## src/rtl/inst_seq.sv

```systemverilog
// inst_seq: multi-cycle fetch/execute/memory/writeback sequencer for the hxd32 core.
// Define INST_SEQ_CNT_EN to build the retired-instruction counter; otherwise inst_cnt_o reads 0.
module inst_seq #(
    parameter int XLEN        = 32,
    parameter int BUS_TIMEOUT = 255
) (
    input  logic            clk_i,
    input  logic            rst_i,
    input  logic            run_i,
    output logic            iram_rd_req_o,
    input  logic            iram_rd_ack_i,
    input  logic [XLEN-1:0] inst_data_i,
    output logic [XLEN-1:0] inst_data_o,
    input  logic            dec_rd_wr_en_i,
    input  logic [1:0]      dec_rd_wr_sel_i,
    input  logic            dec_dram_wr_en_i,
    output logic            dram_req_o,
    input  logic            dram_ack_i,
    output logic            pc_wr_en_o,
    output logic            rd_wr_en_o,
    output logic            dram_wr_en_o,
    output logic            busy_o,
    output logic            err_o,
    output logic [31:0]     inst_cnt_o
);

    typedef enum logic [2:0] {
        IDLE  = 3'd0,
        FETCH = 3'd1,
        EXEC  = 3'd2,
        MEM   = 3'd3,
        WB    = 3'd4,
        ERR   = 3'd5
    } state_t;

    // Last wait count at which an ack is still accepted; one more miss traps.
    localparam logic [15:0] WAIT_LAST = 16'(BUS_TIMEOUT - 1);

    state_t            state_r;
    state_t            state_s;
    logic [15:0]       wait_cnt_r;
    logic              wait_inc_s;
    logic [XLEN-1:0]   inst_r;
    logic              mem_op_s;

    assign mem_op_s    = dec_dram_wr_en_i | (dec_rd_wr_sel_i == 2'b01);
    assign inst_data_o = inst_r;

    // State register.
    always_ff @(posedge clk_i or posedge rst_i) begin
        if (rst_i) begin
            state_r <= IDLE;
        end else begin
            state_r <= state_s;
        end
    end

    // Next-state decode and bus wait bookkeeping.
    always_comb begin
        state_s    = state_r;
        wait_inc_s = 1'b0;
        case (state_r)
            IDLE: begin
                if (run_i) begin
                    state_s = FETCH;
                end else begin
                    state_s = IDLE;
                end
            end
            FETCH: begin
                if (iram_rd_ack_i) begin
                    state_s = EXEC;
                end else if (wait_cnt_r >= WAIT_LAST) begin
                    state_s = ERR;
                end else begin
                    wait_inc_s = 1'b1;
                end
            end
            EXEC: begin
                if (mem_op_s) begin
                    state_s = MEM;
                end else begin
                    state_s = WB;
                end
            end
            MEM: begin
                if (dram_ack_i) begin
                    state_s = WB;
                end else if (wait_cnt_r >= WAIT_LAST) begin
                    state_s = ERR;
                end else begin
                    wait_inc_s = 1'b1;
                end
            end
            WB: begin
                if (run_i) begin
                    state_s = FETCH;
                end else begin
                    state_s = IDLE;
                end
            end
            ERR:     state_s = ERR;
            default: state_s = ERR;
        endcase
    end

    // Strobes are pure decodes of the registered state.
    always_comb begin
        iram_rd_req_o = 1'b0;
        dram_req_o    = 1'b0;
        dram_wr_en_o  = 1'b0;
        pc_wr_en_o    = 1'b0;
        rd_wr_en_o    = 1'b0;
        busy_o        = 1'b0;
        err_o         = 1'b0;
        case (state_r)
            IDLE: busy_o = 1'b0;
            FETCH: begin
                busy_o        = 1'b1;
                iram_rd_req_o = 1'b1;
            end
            EXEC: busy_o = 1'b1;
            MEM: begin
                busy_o       = 1'b1;
                dram_req_o   = 1'b1;
                dram_wr_en_o = dec_dram_wr_en_i;
            end
            WB: begin
                busy_o     = 1'b1;
                pc_wr_en_o = 1'b1;
                rd_wr_en_o = dec_rd_wr_en_i;
            end
            ERR:     err_o = 1'b1;
            default: err_o = 1'b1;
        endcase
    end

    // Wait counter: runs only while a request is outstanding, zero otherwise.
    always_ff @(posedge clk_i or posedge rst_i) begin
        if (rst_i) begin
            wait_cnt_r <= 16'd0;
        end else if (wait_inc_s) begin
            wait_cnt_r <= wait_cnt_r + 16'd1;
        end else begin
            wait_cnt_r <= 16'd0;
        end
    end

    // Instruction register, loaded only by an acknowledged fetch.
    always_ff @(posedge clk_i or posedge rst_i) begin
        if (rst_i) begin
            inst_r <= {XLEN{1'b0}};
        end else if ((state_r == FETCH) && iram_rd_ack_i) begin
            inst_r <= inst_data_i;
        end else begin
            inst_r <= inst_r;
        end
    end

`ifdef INST_SEQ_CNT_EN
    logic [31:0] inst_cnt_r;

    // Retired-instruction counter, wraps naturally.
    always_ff @(posedge clk_i or posedge rst_i) begin
        if (rst_i) begin
            inst_cnt_r <= 32'd0;
        end else if (state_r == WB) begin
            inst_cnt_r <= inst_cnt_r + 32'd1;
        end else begin
            inst_cnt_r <= inst_cnt_r;
        end
    end

    assign inst_cnt_o = inst_cnt_r;
`else
    assign inst_cnt_o = 32'd0;
`endif

endmodule

```

## config.mk

```make
export PLATFORM = sky130hd
export DESIGN_NAME = inst_seq
export DESIGN_NICKNAME = d
export VERILOG_FILES = /design/src/rtl/inst_seq.sv
export SDC_FILE = /design/constraint.sdc
export NUM_CORES = 1
export LEC_CHECK = 0
export CAP_MARGIN = 0
export CORE_ASPECT_RATIO = 0.75
export CORE_MARGIN = 2
export CORE_UTILIZATION = 35
export DETAILED_ROUTE_END_ITERATION = 6
export PLACE_DENSITY = 0.69
export RECOVER_POWER = 25
export SETUP_SLACK_MARGIN = 0.4
export SYNTH_ARGS = -nofsm -noshare
export SYNTH_HDL_FRONTEND = slang
export SYNTH_SLANG_ARGS = --single-unit
```

## constraint.sdc

```tcl
create_clock -name clk_i -period 2.7 [get_ports clk_i]
set_clock_uncertainty 0.15 [all_clocks]
set_input_delay 0.675 -clock clk_i [delete_from_list [all_inputs] [get_ports clk_i]]
set_output_delay 0.675 -clock clk_i [all_outputs]
set_load 0.01 [all_outputs]
```

=== After elaboration in Yosys (flattened, before gate mapping) ===
Cells that the tools add are included.

* $add $sub $neg: 1
* Multiply operators: 0
* Div/mod/pow operators: 0
* Magnitude comparators: 1
* Equal/unequal tests: 5
* Shift operators: 0
* Muxes and demuxes: 18
* Bitwise gates (word level): 1
* Reductions and logical operators: 5

{| class="wikitable"
|+ Operator list
! kind !! count
|-
| $add 16x1->16 const B || 1
|-
| $ge 16x8->1 const B || 1
|-
| $mux 16 || 1
|-
| $mux 3 || 4
|-
| $pmux 3 s4 || 1
|-
| $mux 1 || 11
|-
| $eq 3x2->1 const B || 2
|-
| $reduce_or 5->1 || 1
|-
| $reduce_or 4->1 || 1
|-
| $eq 3x1->1 const B || 1
|-
| $eq 3x3->1 const B || 1
|-
| $logic_not 3->1 || 1
|-
| $eq 2x1->1 const B || 1
|-
| $pmux 1 s2 || 1
|-
| $reduce_or 2->1 || 1
|-
| $logic_and 1x1->1 || 1
|-
| $or 1x1->1 || 1
|}

* Register bits after elaboration: 51
* Latch bits: 0
* RAM bits: 0
* Memory bits (read-only): 0
* Bits of input ports: 41
* Output and inout port bits: 71
* Word-level logic and storage cells: 34
* Memories: 0

=== Logic depth before layout (Yosys ltp) ===
Gate-level depths: netlist of run 1.

* Depth after elaboration: 5
* Mapped depth: 6
* Gate-level depth less buffers: 6

=== Worst setup path before layout of run 1 ===
No wires, ideal clock.

* Path kind: input -> register
* Start point: input iram_rd_ack_i
* End point: register inst_r[0] (netlist: inst_data_o[0])
* Library setup time: 0.125 ns
* Data arrival time: 1.520 ns
* Data required time: 2.425 ns
* Setup slack: 0.905 ns
* Cell stages on the path: 5
* Path buffers: 2
* Cells stage by stage: nor2b_2 -> and2_4 -> buf_6 -> buf_12 -> mux2_4

* Longest elaborated chain between the ends: 1

{| class="wikitable"
|+ RTL lines
! item !! RTL line !! text
|-
| start, declared || 11 || <nowiki>input logic iram_rd_ack_i,</nowiki>
|-
| $logic_and 1x1->1 || 153 || <nowiki>end else if ((state_r == FETCH) && iram_rd_ack_i) begin</nowiki>
|-
| end signal, assigned || 152 || <nowiki>inst_r <= {XLEN{1'b0}};</nowiki>
|-
| end signal, assigned || 154 || <nowiki>inst_r <= inst_data_i;</nowiki>
|-
| end signal, assigned || 156 || <nowiki>inst_r <= inst_r;</nowiki>
|-
| end, declared || 43 || <nowiki>logic [XLEN-1:0] inst_r;</nowiki>
|}

No other way between the ends.
A chain may end at the register's enable or synchronous reset.

=== Worst setup path after layout of run 1 ===
* Start point: input dec_dram_wr_en_i
* End point: output dram_wr_en_o

* Longest elaborated chain between the ends: 1

{| class="wikitable"
|+ RTL lines
! item !! RTL line !! text
|-
| start, declared || 16 || <nowiki>input logic dec_dram_wr_en_i,</nowiki>
|-
| $mux 1 || 116 || <nowiki>case (state_r)</nowiki>
|-
| end, declared || 21 || <nowiki>output logic dram_wr_en_o,</nowiki>
|}

No other way between the ends.

==> results of run 1 <==
cell usage after synthesis (all sizes together) (2+ instances only):
cell type / number
xor2: 2
and2: 2
nor2: 15
o211ai: 2
inv: 5
nand3: 2
nor2b: 4
mux2: 32
dfrtp: 51
xnor2: 4
o32ai: 2
a21oi: 2
and3: 2
nand2b: 3
nand2: 6
a31oi: 2
nor4: 2
buf: 38
ha: 2
o21ai: 2
worst max-delay path, stage by stage:
cell and delay, ns:
clkdlybuf4s50_1 0.45, inv_1 0.05, nor2_1 0.10, clkbuf_2 0.13
stage by stage:
step	utilization (%)	total power, uW	setup slack (ns)
2_1_floorplan	-	2140	0.645
6_report	49.3	3330	0.469
4_1_cts	49.5	3380	0.345
3_3_place_gp	47.3	2770	0.0798
3_5_place_dp	47.3	2790	0.0714
5_1_grt	49.3	3540	0.420
flip-flops by register name, summed over array words and instances, names as in the netlist:
register / cells
inst_data_o: 32
state_r: 3
wait_cnt_r: 16
where the power goes:
part | internal (uW) | switching [uW] | leakage, uW | total (uW)
logic | 1020 | 555 | 0.000856 | 1580
registers | 1040 | 165 | 0.000618 | 1210
clock network | 300 | 241 | 0.0000612 | 541
total | 2370 | 961 | 0.00154 | 3330
routing by layer:
layer	vias to the layer above	track usage, %	routed length (microns)
met1	760	16.0	2040
li1	743	-	-
met4	0	2.47	40
met2	47	19.5	2160
met5	-	0	0
met3	5	4.77	288
kinds of logic (layout without fill, tap and decap cells):
logic type	count (synthesis)	in the layout	share of synthesized area, %
simple gates	40	40	8.54
xor+xnor	6	6	2.14
compound gates	11	11	3.00
flops	51	51	51.9
buf+inv	43	101	14.1
other cells	1	39	0.152
mux	32	32	19.2
fa+ha+maj	2	2	1.02
worst max path at each step:
stage | startpoint | end | cells past startpoint
final | dec_dram_wr_en_i | dram_wr_en_o | 4
after global routing | dec_dram_wr_en_i | dram_wr_en_o | 4
after CTS | dec_dram_wr_en_i | dram_wr_en_o | 4
after detailed placement | dec_dram_wr_en_i | dram_wr_en_o | 4
after global placement | dec_dram_wr_en_i | dram_wr_en_o | 4
after floorplan | rst_i | inst_data_o[0] | 1
layout make-up:
cell class | count | area, sq um | share of cell area, %
clock buffer | 6 | 82.6 | 2.46
clock inverter | 2 | 35.0 | 1.04
sequential | 51 | 1280 | 38.2
multi-input combinational | 130 | 983 | 29.3
inverter | 5 | 18.8 | 0.559
timing repair buffer | 88 | 850 | 25.3
tap | 84 | 105 | 3.13
timing repair:
item	CTS	global route
pin swaps	0	0
setup endpoints to repair	7	1
setup buffers	5	0
resized for setup	14	2
==> reports/results.tsv, run 1 <==
stage	metric	value	unit
floorplan	die_w	101	microns
floorplan	die_h	76.6	microns
final_layout	final_common_cell	clkdlybuf4s50_1	
detailed_routing	drc_errors	0	
placement	place.gp.congestion	0.711	
logic_synthesis	synth.area.top_cells	dfrtp_1 52%, mux2_4 18%, buf_4 9.8%	
logic_synthesis	synth-edff-count	0	
min_path	holdPathEnd	inst_data_o[17]	
sta	min_period	2.23	ns
placement	hpwlAfterDp	3280	microns
cts	cts_htree_levels	2	
critical_path	r2r_end	wait_cnt_r[7]	
cts	cts.sinks	51	
cts	clk-insertion-delay-late	0.30	ns
logic_synthesis	ys_seq_area_share	51.9	%
logic_synthesis	ys.flop_type	dfrtp_1	
floorplan	rows	26	
cts	clock_path_buffers	2	
critical_path	cp_data_required_time	1.88	ns
cts	root_buffer	clkbuf_8	
pwr	ir_drop	0.308	mV
critical_path	ff2ff_setup_slack	0.91	ns
final_layout	final_area	0.00335	sq mm
critical_path	reg2reg_from	wait_cnt_r[0]	
global_route	grt_pass1_wl	7500	microns
global_route	track_usage	12.3	%
cts	clkTransAtPathRegs	0.08	ns
logic_synthesis	syn_area	0.00246	sq mm
floorplan	die-area	0.00773	sq mm
floorplan	core_area	0.00680	sq mm
detailed_routing	drt_iter0_markers	52	
cts	holdBufCountCts	0	
final_layout	diodes	0	
critical_path	rr_worst_depth	6	
detailed_routing	antenna_left	0	
sta	fmax	448	MHz
min_path	hp-start	inst_data_o[17]	
placement	post-place-cells	353	
run_status	status	finished, final reports clean	
final_layout	synthToLayoutAreaGrowth	36.3	%
final_layout	layout_common_cells	71 x clkdlybuf4s50_1, 48 x dfrtp_1, 39 x conb_1	
detailed_routing	firstDrtPassIters	4	
detailed_routing	wl_per_cell	12.4	microns
detailed_routing	routed_wl	4530	microns
logic_synthesis	async_flop_share	100	%
logic_synthesis	syn_inst	186	
critical_path	start_kind	primary input	
critical_path	critical_path_class	in2out	
pwr	p_per_area	992	mW/mm^2
job	drv_cap	0	
cts	cts_tree	yes	
logic_synthesis	yosys.cell_types.count	33	
global_route	antenna_found_initial	0	
critical_path	crit_fanout	2	
logic_synthesis	ys_ff_latch	51	
sta	finalSetupViolCount	0	
logic_synthesis	synth_warnings	0	
final_layout	final_cells	366	
global_route	gr-total-overflow	0	
sta	timing.hold.ws	0.362	ns
final_layout	num-fill-cells	585	
floorplan	io_pins	112	
sta	relSlewSlack	45.3	%
final_layout	final_nets	324	
logic_synthesis	synth.top_cell.area_share	51.9	%
placement	port_buffers	79	
global_route	grt_max_degree	33	
sta	finalHoldViolCount	0	
pwr	p_leak	0.00154	uW
global_route	grt_pass1_vias	1558	
sta	rsz0062_at_grt	no	
critical_path	end_kind	primary output	
placement	place_area	0.00321	sq mm
sta	tns	0	ns
min_path	hold_class	reg2reg	
final_layout	drive_gt1_share	20.6	%
detailed_routing	vias_per_cell	4.25	
logic_synthesis	yosys.area.top_type	dfrtp_1	
floorplan	initial_core_util	36.2	%
detailed_routing	vias	1555	
min_path	holdPathStages	1	
sta	worstMarginPinSlew	0.820	ns
cts	numCtsBuffers	5	
critical_path	cp_data_arrival_time	1.41	ns
sta	slew_viol_final	0	
logic_synthesis	avgSynthCellArea	13.2	sq um
sta	finalCritPeriodShare	82.6	%
(Power assumes the default switching activity.)
==> run 2: changes to the inputs <==
Settings changed: PLACE_DENSITY 0.69 to 0.72.
Clock period 2.7 ns to 1.8 ns, I/O delays scaled along.
==> reports/results.tsv, run 2 (synthesis gave the netlist of run 1 again) <==
stage	metric	value	unit
critical_path	crit_end	dram_wr_en_o	
detailed_routing	vias_per_cell	4.25	
final_layout	final_cells	405	
cts	numCtsBuffers	5	
pwr	total_power	5700	uW
final_layout	drive_gt1_share	46.4	%
critical_path	crit_fanout	4	
final_layout	synthToLayoutAreaGrowth	52.1	%
pwr	p_per_area	1520	mW/mm^2
critical_path	end_kind	primary output	
run_status	status	finished, violations left	
global_route	grt_pass1_wl	8160	microns
global_route	track_usage	13.4	%
sta	min_period	1.89	ns
final_layout	regArea	0.00128	sq mm
critical_path	cp_data_required_time	1.20	ns
placement	place.gp.congestion	0.829	
critical_path	slowest_stage	dfrtp_2	
detailed_routing	wl_met3	341	microns
detailed_routing	antenna_left	0	
sta	tns	-1.87	ns
detailed_routing	firstDrtPassIters	4	
detailed_routing	routed_wl	5640	microns
cts	cts_htree_levels	2	
floorplan	io_pins	112	
placement	hpwlAfterDp	3410	microns
floorplan	rows	26	
floorplan	die_h	76.6	microns
detailed_routing	route.met2.wl	2770	microns
critical_path	cp_num_buf_inv	2	
critical_path	path_cells	buf_12 > nor2b_4 > nand2_2 > nor2_2 > buf_2	
placement	post-place-cells	365	
global_route	gr-total-overflow	0	
detailed_routing	vias	1721	
final_layout	num-fill-cells	584	
sta	finalCritPeriodShare	105	%
sta	relSlewSlack	54.1	%
cts	cts_tree	yes	
detailed_routing	top_layer	met4	
final_layout	diodes	0	
sta	rsz0062_at_grt	yes	
job	drv_cap	0	
critical_path	cp_data_arrival_time	1.29	ns
global_route	antenna_found_initial	0	
critical_path	start_kind	flop	
detailed_routing	drc_errors	0	
detailed_routing	met1_length	2510	microns
cts	cts.sinks	51	
floorplan	initial_core_util	36.2	%
final_layout	multiInputGateArea	0.00110	sq mm
floorplan	die_w	101	microns
final_layout	largest_register_ffs	32	
pwr	ir_drop	0.448	mV
critical_path	path_depth	5	
cts	holdBufCountCts	0	
global_route	grt_max_degree	52	
critical_path	r2r_end	inst_data_o[17]	
global_route	grt_pass1_vias	1677	
final_layout	final_common_cell	dfrtp_1	
floorplan	core_area	0.00680	sq mm
cts	clk-insertion-delay-late	0.30	ns
cts	clock_path_buffers	2	
critical_path	reg2reg_from	state_r[2]	
detailed_routing	drt_iter0_markers	62	
final_layout	final_nets	363	
critical_path	critPathMaxStageDelay	0.46	ns
sta	slew_viol_final	0	
final_layout	final_util	55.1	%
critical_path	cp-startpoint	state_r[2]	
sta	worstMarginPinSlew	0.689	ns
critical_path	crit_family	flip-flops	
sta	finalSetupViolCount	38	
detailed_routing	wl_per_cell	13.9	microns
sta	finalHoldViolCount	0	
run_status	violations	negative setup slack	
sta	setup_ws	-0.0872	ns
min_path	hold_class	reg2reg	
critical_path	ff2ff_setup_slack	-0.07	ns
pwr	p_leak	0.00178	uW
critical_path	critical_path_class	reg2out	
critical_path	rr_worst_depth	7	
floorplan	die-area	0.00773	sq mm
placement	port_buffers	79	
final_layout	layout_common_cells	50 x dfrtp_1, 39 x conb_1, 39 x clkdlybuf4s50_1	
sta	fmax	530	MHz
cts	root_buffer	clkbuf_8	
cts	clkTransAtPathRegs	0.09	ns
[run 2: cell type report]
| type | instances | share of cell area, % |
|---|---|---|
| clock buffers | 6 | 1.94 |
| flip-flops and latches | 51 | 34.1 |
| multi-input cells | 130 | 29.3 |
| repair buffers | 127 | 29.6 |
| well taps | 84 | 2.81 |
| clock inverters | 2 | 1.60 |
| inverters | 5 | 0.602 |
[run 2: worst min path at each step]
| stage | start | endpoint | slack [ns] | cells after the start |
|---|---|---|---|---|
| after global routing | inst_data_o[25] | inst_data_o[25] | 0.38 | 1 |
| after detailed placement | inst_data_o[15] | inst_data_o[15] | 0.34 | 1 |
| after global placement | inst_data_o[16] | inst_data_o[16] | 0.34 | 1 |
| after floorplan | wait_cnt_r[0] | wait_cnt_r[0] | 0.32 | 1 |
| after CTS | inst_data_o[25] | inst_data_o[25] | 0.36 | 1 |
| final | inst_data_o[5] | inst_data_o[5] | 0.36 | 1 |
[run 2: layer usage]
| layer | up-vias | track usage (%) |
|---|---|---|
| li1 | 815 | - |
| met1 | 844 | 17.8 |
| met2 | 59 | 21.9 |
| met3 | 3 | 3.58 |
| met4 | 0 | 2.88 |
| met5 | - | 0 |
[run 2: timing repair]
item | 4_1_cts | 5_1_grt
gates resized for setup | 181 | 21
cloned | 1 | 2
buffers inserted | 19 | 10
pin swaps | 4 | 5
setup endpoints to repair | 82 | 83
hold endpoints to repair | 0 | 0
[run 2: power by group]
part	switching [uW]	leakage (uW)	internal, uW	total (uW)
Sequential	244	0.000620	1560	1800
Clock	381	0.0000654	556	937
Combinational	1100	0.00110	1870	2960
[run 2: per-stage QoR]
stage / area [sq um] / hold slack [ns] / setup WS [ns]
2_1_floorplan: 2630 / 0.319 / 0.241
3_3_place_gp: 3350 / 0.340 / -0.373
3_5_place_dp: 3350 / 0.342 / -0.385
5_1_grt: 3740 / 0.376 / -0.156
6_report: 3740 / 0.363 / -0.0872
4_1_cts: 3560 / 0.365 / -0.0848
==> run 3: changes to the inputs <==
Settings changed: CTS_CLUSTER_SIZE set to 30.
==> results of run 3 <==
Same layout as run 2: the final DEF is identical, and so are final timing and power.
